`config.mk`:
```
export PLATFORM = sky130hd
export DESIGN_NAME = shift32_right_seq
export DESIGN_NICKNAME = d
export VERILOG_FILES = /design/src/rtl/fpu754_pkg.sv /design/src/rtl/shift32_right_step.sv /design/src/rtl/shift32_right_seq.sv
export SDC_FILE = /design/constraint.sdc
export NUM_CORES = 1
export LEC_CHECK = 0
export ABC_AREA = 1
export CAP_MARGIN = 20
export CORE_AREA = 5 5 102 80
export CTS_CLUSTER_SIZE = 12
export DETAILED_ROUTE_END_ITERATION = 8
export DIE_AREA = 0 0 107 85
export PLACE_DENSITY = 0.87
export SETUP_SLACK_MARGIN = 0.5
export SLEW_MARGIN = 20
export SYNTH_ARGS = -nofsm -noshare
export SYNTH_HDL_FRONTEND = slang
export SYNTH_SLANG_ARGS = --single-unit
```
`constraint.sdc`:
```
create_clock -name clk -period 1.5 [get_ports clk]
set_input_delay 0.3 -clock clk [delete_from_list [all_inputs] [get_ports clk]]
set_output_delay 0.3 -clock clk [all_outputs]
set_load 0.01 [all_outputs]
```
`src/rtl/fpu754_pkg.sv`:
```
// fpu754_pkg: shared widths and the shifter state encoding for the FPU754 datapath
package fpu754_pkg;
   localparam int MANT_W = 32;
   localparam int SHIFT_STEP = 7;
   typedef enum logic [1:0] {IDLE, SHIFT, DONE} state_t;
endpackage

```
`src/rtl/shift32_right_step.sv`:
```
// shift32_right_step: combinational right shift by 0..STEP with zero fill and shifted-out OR
// The shifted-out OR exists only when SHIFT32_RIGHT_STICKY_EN is defined.
module shift32_right_step
   import fpu754_pkg::*;
#(
   parameter int W = MANT_W,
   parameter int STEP = SHIFT_STEP,
   localparam int KW = $clog2(STEP + 1)
) (
   input  logic [W-1:0]  d,
   input  logic [KW-1:0] k,
   output logic [W-1:0]  q
`ifdef SHIFT32_RIGHT_STICKY_EN
   ,
   output logic          out_or
`endif
);
   assign q = d >> k;
`ifdef SHIFT32_RIGHT_STICKY_EN
   logic [W-1:0] mask;
   assign mask = (W'(1) << k) - W'(1);
   assign out_or = |(d & mask);
`endif
endmodule

```
`src/rtl/shift32_right_seq.sv`:
```
// shift32_right_seq: multi-cycle 32-bit right shifter (<=STEP bits/clock) with sticky accumulation
// Define SHIFT32_RIGHT_STICKY_EN to build the sticky logic; otherwise sticky is tied 0.
module shift32_right_seq
   import fpu754_pkg::*;
#(
   parameter int STEP = SHIFT_STEP,
   parameter int AMT_W = 6
) (
   input  logic              clk,
   input  logic              rst_n,
   input  logic              in_valid,
   output logic              in_ready,
   input  logic [MANT_W-1:0] v,
   input  logic [AMT_W-1:0]  amt,
   output logic              out_valid,
   input  logic              out_ready,
   output logic [MANT_W-1:0] q,
   output logic              sticky
);
   localparam int KW = $clog2(STEP + 1);
   state_t state, state_nx;
   logic [MANT_W-1:0] q_r, shifted;
   logic [AMT_W-1:0] rem;
   logic [KW-1:0] k;
   logic big, zero, accept;
   assign big = amt >= AMT_W'(MANT_W);
   assign zero = amt == '0;
   assign accept = in_valid && state == IDLE;
   assign k = (rem < AMT_W'(STEP)) ? rem[KW-1:0] : KW'(STEP);
   always_ff @(posedge clk or negedge rst_n)
      if (!rst_n) state <= IDLE;
      else state <= state_nx;
   always_comb begin
      state_nx = state;
      case (state)
         IDLE:    state_nx = !in_valid ? IDLE : (zero || big) ? DONE : SHIFT;
         SHIFT:   state_nx = (rem <= AMT_W'(STEP)) ? DONE : SHIFT;
         DONE:    state_nx = out_ready ? IDLE : DONE;
         default: state_nx = IDLE;
      endcase
   end
   always_comb begin
      in_ready = state == IDLE;
      out_valid = state == DONE;
   end
   always_ff @(posedge clk or negedge rst_n)
      if (!rst_n) begin
         q_r <= '0;
         rem <= '0;
      end else if (accept) begin
         q_r <= big ? '0 : v;
         rem <= (zero || big) ? '0 : amt;
      end else if (state == SHIFT) begin
         q_r <= shifted;
         rem <= rem - AMT_W'(k);
      end
   assign q = q_r;
`ifdef SHIFT32_RIGHT_STICKY_EN
   logic so, sticky_r;
   shift32_right_step #(.W(MANT_W), .STEP(STEP)) u_step (.d(q_r), .k(k), .q(shifted), .out_or(so));
   // Oversized shifts collapse every operand bit into sticky at accept time.
   always_ff @(posedge clk or negedge rst_n)
      if (!rst_n) sticky_r <= 1'b0;
      else if (accept) sticky_r <= big && |v;
      else if (state == SHIFT) sticky_r <= sticky_r | so;
   assign sticky = sticky_r;
`else
   shift32_right_step #(.W(MANT_W), .STEP(STEP)) u_step (.d(q_r), .k(k), .q(shifted));
   assign sticky = 1'b0;
`endif
endmodule

```
==> run_results.csv, run 1 <==
group,metric,value,unit
status,status,"complete, but fails checks",
status,violations,"negative hold slack, negative setup slack",
floorplan,die_w,107,um
grt,grt_start_max_net_pins,35,
placement,portBuffers,75,
routing,first_pass_iters,6,
sta,setup_ws,-143,ps
cells_and_area,final_cells,710,
grt,first_global_vias,4015,
sta,finalCritPeriodShare,110,%
logic_synthesis,ys_warn_count,0,
clock_tree,clk_path_buf_depth,2,
sta,hold_viol,19,
pwr,power_density,2710,nW/um^2
logic_synthesis,synth_seq_cells,40,
floorplan,ioPinCount,77,
routing,wl,12.5,mm
setup_path,critPathCaptureType,"flip-flop",
grt,grt_pass1_wl,19.0,mm
routing,first_iter_violations,518,
cells_and_area,n_antenna_cell,0,
cells_and_area,final_cell_area,4930,um^2
logic_synthesis,synthCells,489,
logic_synthesis,synth_nets,532,
sta,rsz0062_at_grt,"yes",
logic_synthesis,ys.flop_type,"dfrtp_1",
pwr,total_power,13.4,mW
worst_hold_path,worst_hold_path_type,"input port to asynchronous set/reset pin",
cells_and_area,layout_common_cells,"125 x nand3_1, 87 x nand2_1, 63 x buf_4",
setup_path,worstSetupStartpointType,"flip-flop",
setup_path,reg2reg_to,"q[2]",
setup_path,setup.worst_path.end,"q[2]",
setup_path,crit_type,"flip-flop to flip-flop",
floorplan,die_h,85,um
setup_path,setup.worst_path.start,"rem[3]",
cells_and_area,nNetsFinal,665,
routing,vias,4294,
setup_path,worstPathRequired,1690,ps
sta,clock.fmax,609,MHz
grt,antenna_found_initial,0,
cells_and_area,area_growth,56.2,%
pwr,vdd_ir_drop_max,1440,uV
placement,gp_congestion,0.916,
setup_path,crit_fanout,16,
logic_synthesis,synth_cell_types,30,
clock_tree,cts_tree,"yes",
clock_tree,root_buffer,"clkbuf_8",
floorplan,coreArea,7090,um^2
placement,pre_cts_slack,-244,ps
placement,dp_hpwl,8.05,mm
floorplan,start_util,44.5,%
setup_path,timing.rr.start,"rem[3]",
floorplan,rows,27,
sta,timing.final.max_slew_violations,0,
clock_tree,clk_latency,300,ps
cells_and_area,final_common_cell,"nand3_1",
routing,post_drt_via_cell_ratio,6.05,
logic_synthesis,synth_edf_count,0,
routing,wl_per_cell,17.5,um
job,cap_viol_max_count,0,
clock_tree,cts_sinks,40,
routing,drtAntennaViolNets,0,
pwr,p_leak,2.41,nW
placement,place_area,4230,um^2
cells_and_area,drive_above_1_share,32.9,%
grt,grtUsageTotal,25.3,%
setup_path,arrival,1840,ps
logic_synthesis,syn_avg_cell_area,6.46,um^2
setup_path,rr_worst_depth,10,
sta,clock_skew,6.98,ps
placement,dp.cells,655,
sta,fin_worst_hold_slack,-53.2,ps
logic_synthesis,async_reset_ff_share,100,%
sta,min_period,1640,ps
logic_synthesis,netlist_area,3160,um^2
clock_tree,clkSlewWorstSetupHoldPaths,80,ps
grt,grt_overflow,0,
sta,finalSetupViolCount,31,
routing,drcViolationCount,0,
setup_path,ff2ff_setup_slack,-140,ps
floorplan,die_area,9100,um^2
clock_tree,cts_buffers,5,
logic_synthesis,ys_seq_area_share,31.7,%
clock_tree,cts_max_level,2,
timing repair:
item,in CTS,in global routing
endpoints found under the hold margin,19,19
resized for setup,170,49
pin swaps,4,5
setup buffers,36,6
cloned,0,5
setup endpoints to repair,74,74
cell families after synthesis:
family	count (synthesis)	synth area share, %
flip-flops	40	31.7
AND/OR/NAND/NOR	325	49.2
AO/OA/AOI/OAI	45	8.09
buffers and inverters	77	10.5
adder cells (fa/ha/maj)	1	0.396
other	1	0.119
synthesized netlist by cell type (2+ instances only):
master	count	area, um^2
or2_2	23	144
nor2_1	23	86.3
nand4_1	29	181
nand3_1	139	696
o21ai_0	5	25.0
buf_1	3	11.3
clkbuf_1	9	33.8
inv_2	5	18.8
inv_1	39	146
buf_4	6	45.0
dfrtp_1	40	1000
a21oi_1	29	145
a2bb2oi_1	4	35.0
buf_2	15	75.1
nor2_4	2	22.5
nand2_1	104	390
report_power, final:
part	leakage (nW)	internal (mW)	switching (mW)
Combinational	1.89	4.58	5.98
Sequential	0.471	1.65	0.373
Clock	0.0455	0.376	0.404
worst min path at each step:
stage / startpoint / to / slack (ps) / cells past startpoint
3_5_place_dp: rst_n / q[29] / 290 / 1
6_report: rst_n / q[29] / -50 / 1
5_1_grt: rst_n / q[30] / -20 / 1
4_1_cts: rst_n / q[29] / -30 / 1
3_3_place_gp: rst_n / q[31] / 280 / 1
2_1_floorplan: rst_n / q[0] / 4 / 0
area by class of cell:
class                      instances  area, um^2
inverter                          44         183
fill                             556        2160
timing repair buffer             159        1470
sequential                        40        1000
tap                               87         109
multi-input combinational        372        2080
clock buffer                       8        90.1
sequential cells by signal (all words and copies together), names as in the netlist:
register  cells
q            32
rem           6
state         2
per-stage QoR:
| step | utilization [%] | TNS [ps] |
|---|---|---|
| floorplan | - | 0 |
| global placement | 59.6 | -5160 |
| detailed placement | 59.6 | -6150 |
| CTS | 64.0 | -192 |
| global route | 69.5 | -4850 |
| finish | 69.5 | -2220 |
per-layer routing:
metal / track usage, % / part of all wire, % / vias to the layer above
met3: 6.16 / 11 / 65
met4: 7.55 / 3.0 / 0
met5: 0 / 0 / -
li1: - / - / 1948
met2: 41.1 / 47 / 333
met1: 33.3 / 40 / 1948
critical path, cell delays in order (launching register included):
cell	delay, ps
dfrtp_1	420
nor2_4	150
buf_6	130
nand3_4	110
buf_8	190
nand2_1	80
nand3_1	120
nand2_1	110
nor2_1	50
nor2_1	120
nor2_1	60
(Power assumes the default switching activity.)
==> run 2: changes to the inputs <==
Settings changed: CORE_AREA 5 5 102 80 to 5 5 103 81, DIE_AREA 0 0 107 85 to 0 0 108 86, PLACE_DENSITY 0.87 to 0.86, SYNTH_HIERARCHICAL from default to 1.
==> run 2 against run 1 <==
Effect of this change:
- the flow finishes with violations (negative setup slack)
- power grew 14%
- clock skew is 2.7 ps lower
- first-iteration DRC count is 4.4% lower
- clock-buffer cell count is the same
- utilization rose by 4.6 points
- worst setup slack worse by 200 ps
- final cell count fell by 2.3%
- routed wire length increased by 6.3%
- critical path type unchanged
- largest cell class unchanged
==> run_results.csv, run 2 <==
group,metric,value,unit
placement,portBuffers,75,
setup_path,worstSetupStartpointType,"flip-flop",
logic_synthesis,async_reset_ff_share,100,%
placement,gp_congestion,0.943,
grt,first_global_vias,3763,
logic_synthesis,ys_warn_count,6,
clock_tree,root_buffer,"clkbuf_8",
floorplan,die_area,9290,um^2
pwr,vdd_ir_drop_max,1320,uV
logic_synthesis,synth_commonest_cells,"156 x nand2_1, 123 x nand3_1, 40 x dfrtp_1",
sta,finalCritPeriodShare,123,%
logic_synthesis,synthCells,464,
clock_tree,cts_buffers,5,
setup_path,worstPathRequired,1690,ps
logic_synthesis,netlist_area,3220,um^2
floorplan,die_h,86,um
clock_tree,cts_sinks,40,
logic_synthesis,synth_cell_types,29,
grt,grt_overflow,0,
job,cap_viol_max_count,0,
logic_synthesis,synth_edf_count,0,
placement,dp_hpwl,7.56,mm
sta,rsz0062_at_grt,"yes",
grt,grt_pass1_wl,18.5,mm
cells_and_area,fill_cells,488,
floorplan,die_w,108,um
setup_path,cp_slowest_cell,"dfrtp_1",
logic_synthesis,muxShareOfSynthArea,0,%
pwr,p_leak,2.48,nW
routing,wl_per_cell,19.1,um
logic_synthesis,synth_nets,507,
setup_path,rr_worst_depth,11,
cells_and_area,largest_reg_flops,32,
clock_tree,cts_tree,"yes",
floorplan,rows,27,
status,violations,"negative setup slack",
setup_path,cp_top_family,"simple AND/OR/NAND/NOR gates",
setup_path,reg2reg_to,"q[13]",
floorplan,ioPinCount,77,
worst_hold_path,worst_hold_path_type,"input port to asynchronous set/reset pin",
setup_path,path_buf_inv,2,
grt,antenna_found_initial,0,
cells_and_area,n_antenna_cell,0,
routing,post_drt_via_cell_ratio,6.13,
setup_path,critPathCaptureType,"flip-flop",
routing,first_pass_iters,8,
sta,clock_skew,4.30,ps
routing,wl,13.2,mm
logic_synthesis,syn_avg_cell_area,6.95,um^2
routing,drcViolationCount,0,
logic_synthesis,synth.most_common_cell,"nand2_1",
sta,finalSetupViolCount,37,
cells_and_area,layout_common_cells,"114 x nand2_1, 78 x nand3_1, 50 x buf_4",
sta,setup_tns,-8880,ps
logic_synthesis,synth_seq_cells,40,
sta,clock.fmax,541,MHz
routing,first_iter_violations,495,
logic_synthesis,synth_simple_gate_area_share,40.8,%
setup_path,crit_fanout,7,
setup_path,crit_path_max_incr_delay,390,ps
grt,grt_start_max_net_pins,31,
sta,setup_ws,-348,ps
floorplan,coreArea,7160,um^2
logic_synthesis,ys.flop_type,"dfrtp_1",
cells_and_area,post-route-util,74.0,%
setup_path,arrival,2030,ps
logic_synthesis,yosys-top-cells-area,"dfrtp_1 31%, nand3_1 19%, nand2_1 18%",
clock_tree,cts_max_level,2,
cells_and_area,final_common_cell,"nand2_1",
cells_and_area,nNetsFinal,635,
logic_synthesis,synth_top_family_by_area,"simple AND/OR/NAND/NOR gates",
logic_synthesis,ys_seq_area_share,31.1,%
routing,drtAntennaViolNets,0,
routing,vias,4251,
grt,grtUsageTotal,24.5,%
setup_path,cpMostUsedCell,"nand2_2",
status,status,"complete, but fails checks",
setup_path,worstPathCellList,"nor2_2, nand2_2, clkinv_4, nand2_8, clkbuf_16, nand2_2, nand3_2, nand3_1, nand2_1, a22oi_2, o21ai_1",
pwr,power_density,2880,nW/um^2
logic_synthesis,synth-xor-area-share,0,%
sta,timing.final.max_slew_violations,0,
sta,hold_viol,0,
floorplan,start_util,45.0,%
cells_and_area,area_growth,64.5,%
clock_tree,clkSlewWorstSetupHoldPaths,80,ps
logic_synthesis,synth_fa_ha_area_share,0.388,%
clock_tree,clk_path_buf_depth,2,
cells_and_area,drive_above_1_share,45.2,%
logic_synthesis,yosys.area.top_type,"dfrtp_1",
logic_synthesis,synth_top_area_share,31.1,%
setup_path,timing.rr.start,"rem[4]",
setup_path,crit_type,"flip-flop to flip-flop",
setup_path,ff2ff_setup_slack,-350,ps
logic_synthesis,synth_compound_area_share,17.9,%
sta,min_period,1850,ps
clock_tree,clk_latency,310,ps
==> run 2: cell types whose count changed after synthesis, moves of 15 or more <==
cell,previous run,this run
nand4_1,29,2
or2_2,23,0
nand3_1,139,123
a21oi_1,29,1
nand2_1,104,156
o21ai_0,5,20
inv_1,39,13
==> run 2: how the worst max path moves through the flow <==
stage,start,to,cells after the start
3_5_place_dp,rem[4],q[13],11
2_1_floorplan,rem[4],q[13],12
3_3_place_gp,rem[3],q[13],11
4_1_cts,rem[3],q[11],11
5_1_grt,rem[4],q[7],12
6_report,rem[4],q[13],11
==> run 2: cells by family after synthesis <==
family | after synthesis
simple gates | 295
buf+inv | 53
fa+ha+maj | 1
other cells | 1
compound gates | 74
flops | 40
==> run 2: routing by layer <==
metal | GRT usage, % | wire length [um]
met5 | 0 | 0
met4 | 8.37 | 652
met3 | 5.04 | 1350
met2 | 41.0 | 6460
met1 | 31.5 | 4780
==> run 2: where the power goes <==
group          internal (mW)  total [mW]  switching (mW)  leakage (nW)
registers               1.60        1.93           0.335         0.496
clock network          0.376       0.787           0.411        0.0455
logic                   5.51        12.5            7.03          1.94
total                   7.49        15.3            7.78          2.48
==> run 2: stage by stage <==
stage          worst slack [ps]  total power, mW  instance area (um^2)  cells  hold WS (ps)
6_report                   -348             15.3                  5300    694           440
5_1_grt                    -481             16.2                  5300    694           458
4_1_cts                    -207             12.7                  4720    689           471
3_5_place_dp               -236             11.0                  4340    645           256
3_3_place_gp               -130             10.8                  4340    645           248
2_1_floorplan              -133             8.13                  3300    464          4.41
==> run 2: cell type report <==
cell class              count  area (um^2)  area share [%]
flip-flops and latches     40         1000            18.9
repair buffers            155         1500            28.3
well taps                 101          126            2.38
clock buffers               8         90.1            1.70
inverters                  19         96.3            1.82
multi-input cells         371         2480            46.9
==> run 2: worst reg2reg max path, cell delays in order (launching register included) <==
cell and delay, ps:
dfrtp_1 390, nor2_2 170, nand2_2 100, clkinv_4 100
nand2_8 100, clkbuf_16 190, nand2_2 80, nand3_2 110
nand3_1 120, nand2_1 90, a22oi_2 170, o21ai_1 80
==> run 2: repair_timing <==
action | in CTS | in global routing
hold endpoints to repair | 16 | 0
pin swaps | 11 | 26
resized for setup | 182 | 113
cloned | 0 | 4
buffers inserted | 35 | 1
endpoints found under the setup margin | 74 | 98
hold buffers | 1 | 0
==> run 3: changes to the inputs <==
Settings changed: PLACE_DENSITY 0.86 to default, PLACE_DENSITY_LB_ADDON from default to 0.2, REMOVE_ABC_BUFFERS from default to 1.
==> run 3 against run 2 <==
Effect of this change:
- the run ends with negative hold slack, negative setup slack left
- clock power rose by 2%
- combinational power rose by 13%
- critical endpoint is now q[22]
- clock-buffer cell count fell by 1
- fmax fell by 1.4%
- global-route usage fell by 0.18 points
- sequential share of layout area fell by 1.3 points
==> run_results.csv, run 3 (synthesis gave the netlist of run 2 again) <==
group,metric,value,unit
status,status,"complete, but fails checks",
status,violations,"negative hold slack, negative setup slack",
cells_and_area,ff_latch_area,1000,um^2
routing,vias,4385,
job,cap_viol_max_count,0,
routing,drcViolationCount,0,
grt,antenna_found_initial,0,
cells_and_area,drive_above_1_share,56.0,%
setup_path,rr_worst_depth,12,
placement,dp_hpwl,7.38,mm
setup_path,crit_type,"flip-flop to flip-flop",
clock_tree,clk_path_buf_depth,2,
pwr,p_int,8.06,mW
grt,grt_overflow,0,
setup_path,timing.rr.start,"rem[3]",
cells_and_area,final_common_cell,"nand2_1",
pwr,pwr-share-clk,4.8,%
setup_path,reg2reg_to,"q[22]",
setup_path,worstSetupStartpointType,"flip-flop",
grt,grt.met1_usage,34.8,%
sta,setup_tns,-7620,ps
floorplan,ioPinCount,77,
clock_tree,clkSlewWorstSetupHoldPaths,90,ps
routing,post_drt_via_cell_ratio,6.22,
setup_path,critPathCaptureType,"flip-flop",
setup_path,ff2ff_setup_slack,-370,ps
clock_tree,cts_buffers,5,
floorplan,die_w,108,um
pwr,switching_share,52.1,%
sta,fin_worst_hold_slack,-48.3,ps
floorplan,die_area,9290,um^2
setup_path,setup.worst_path.end,"q[22]",
clock_tree,root_buffer,"clkbuf_8",
sta,finalCritPeriodShare,125,%
cells_and_area,multi_input_area,2810,um^2
placement,place_area,4310,um^2
sta,finalSetupViolCount,36,
pwr,pwr-share-seq,11.7,%
grt,top_usage_layer,"met2",
routing,drtAntennaViolNets,0,
sta,hold_viol,19,
floorplan,start_util,45.0,%
worst_hold_path,worst_hold_path_type,"input port to asynchronous set/reset pin",
grt,grt_pass1_wl,18.3,mm
cells_and_area,area_growth,76.2,%
pwr,vdd_ir_drop_max,1450,uV
clock_tree,clk_latency,310,ps
pwr,p_sw,8.78,mW
floorplan,rows,27,
grt,grtUsageTotal,24.3,%
placement,portBuffers,75,
pwr,total_power,16.8,mW
clock_tree,cts_sinks,40,
placement,gp_congestion,0.921,
cells_and_area,largest_reg_flops,32,
sta,min_period,1870,ps
grt,use_met3,4.74,%
grt,use_met2,37.8,%
grt,grt_start_max_net_pins,23,
routing,first_pass_iters,5,
floorplan,coreArea,7160,um^2
clock_tree,cts_max_level,2,
cells_and_area,nNetsFinal,646,
sta,clock_skew,14.7,ps
pwr,p_leak,2.70,nW
routing,wl_per_cell,20.4,um
cells_and_area,fill_cells,433,
grt,first_global_vias,3727,
setup_path,setup.worst_path.start,"rem[3]",
setup_path,arrival,2110,ps
pwr,p_comb_share,83.5,%
sta,clock.fmax,534,MHz
sta,timing.final.max_slew_violations,0,
clock_tree,cts_tree,"yes",
pwr,power_density,2970,nW/um^2
setup_path,worstPathRequired,1740,ps
sta,setup_ws,-374,ps
floorplan,die_h,86,um
cells_and_area,layout_common_cells,"89 x nand2_1, 67 x nand3_2, 63 x buf_4",
cells_and_area,final_cell_area,5680,um^2
sta,rsz0062_at_grt,"yes",
cells_and_area,n_antenna_cell,0,
routing,first_iter_violations,384,
setup_path,crit_fanout,8,
routing,wl,14.4,mm
## run 3: worst max-delay path, cell delays in order, from the launching register on
cell and delay, ps:
dfrtp_1 420, nor2_4 170, nand2_4 80, inv_6 80, nand2_8 110, clkinv_8 110
clkbuf_16 160, nand2_2 60, nand3_1 140, nand3_1 150, nand2_1 130, o21ai_2 70
a2bb2oi_2 140
## run 3: per-stage QoR
| stage | worst slack [ps] | utilization [%] | cells |
|---|---|---|---|
| finish | -374 | 79.3 | 705 |
| global route | -451 | 79.3 | 705 |
| CTS | -150 | 66.7 | 699 |
| detailed placement | -353 | 60.2 | 649 |
| global placement | -322 | 60.2 | 649 |
| floorplan | -860 | - | 430 |
## run 3: power groups by stage
stage,registers (mW),logic [mW],clock network (mW)
after global placement,2.20,8.59,0
after floorplan,2.24,5.00,0
final,1.97,14.1,0.804
after detailed placement,2.19,8.70,0
after CTS,1.88,10.2,0.789
after global routing,2.01,14.8,0.851
## run 3: metal layers
metal	vias to the layer above	part of all wire, %
met5	-	0
met4	0	4.9
met3	74	12
met2	391	45
met1	2039	39
li1	1881	-
## run 3: area by class of cell
class	instances	area share [%]
Multi-Input combinational cell	371	49.5
Timing Repair Buffer	166	27.2
Sequential cell	40	17.7
Tap cell	101	2.23
Inverter	19	1.70
Clock buffer	7	1.52
Clock inverter	1	0.132
## run 3: worst min path at each step
stage | from | end | cells past startpoint
2_1_floorplan | rst_n | q[0] | 0
3_3_place_gp | rst_n | q[27] | 1
3_5_place_dp | rst_n | q[27] | 1
4_1_cts | rst_n | q[8] | 1
5_1_grt | rst_n | q[8] | 1
6_report | rst_n | q[28] | 1
## run 3: what timing repair did
item	4_1_cts	5_1_grt
buffers inserted	41	2
gates resized for setup	209	193
endpoints found under the setup margin	74	74
endpoints found under the hold margin	19	17
gates cloned	1	4
pin swaps	17	54
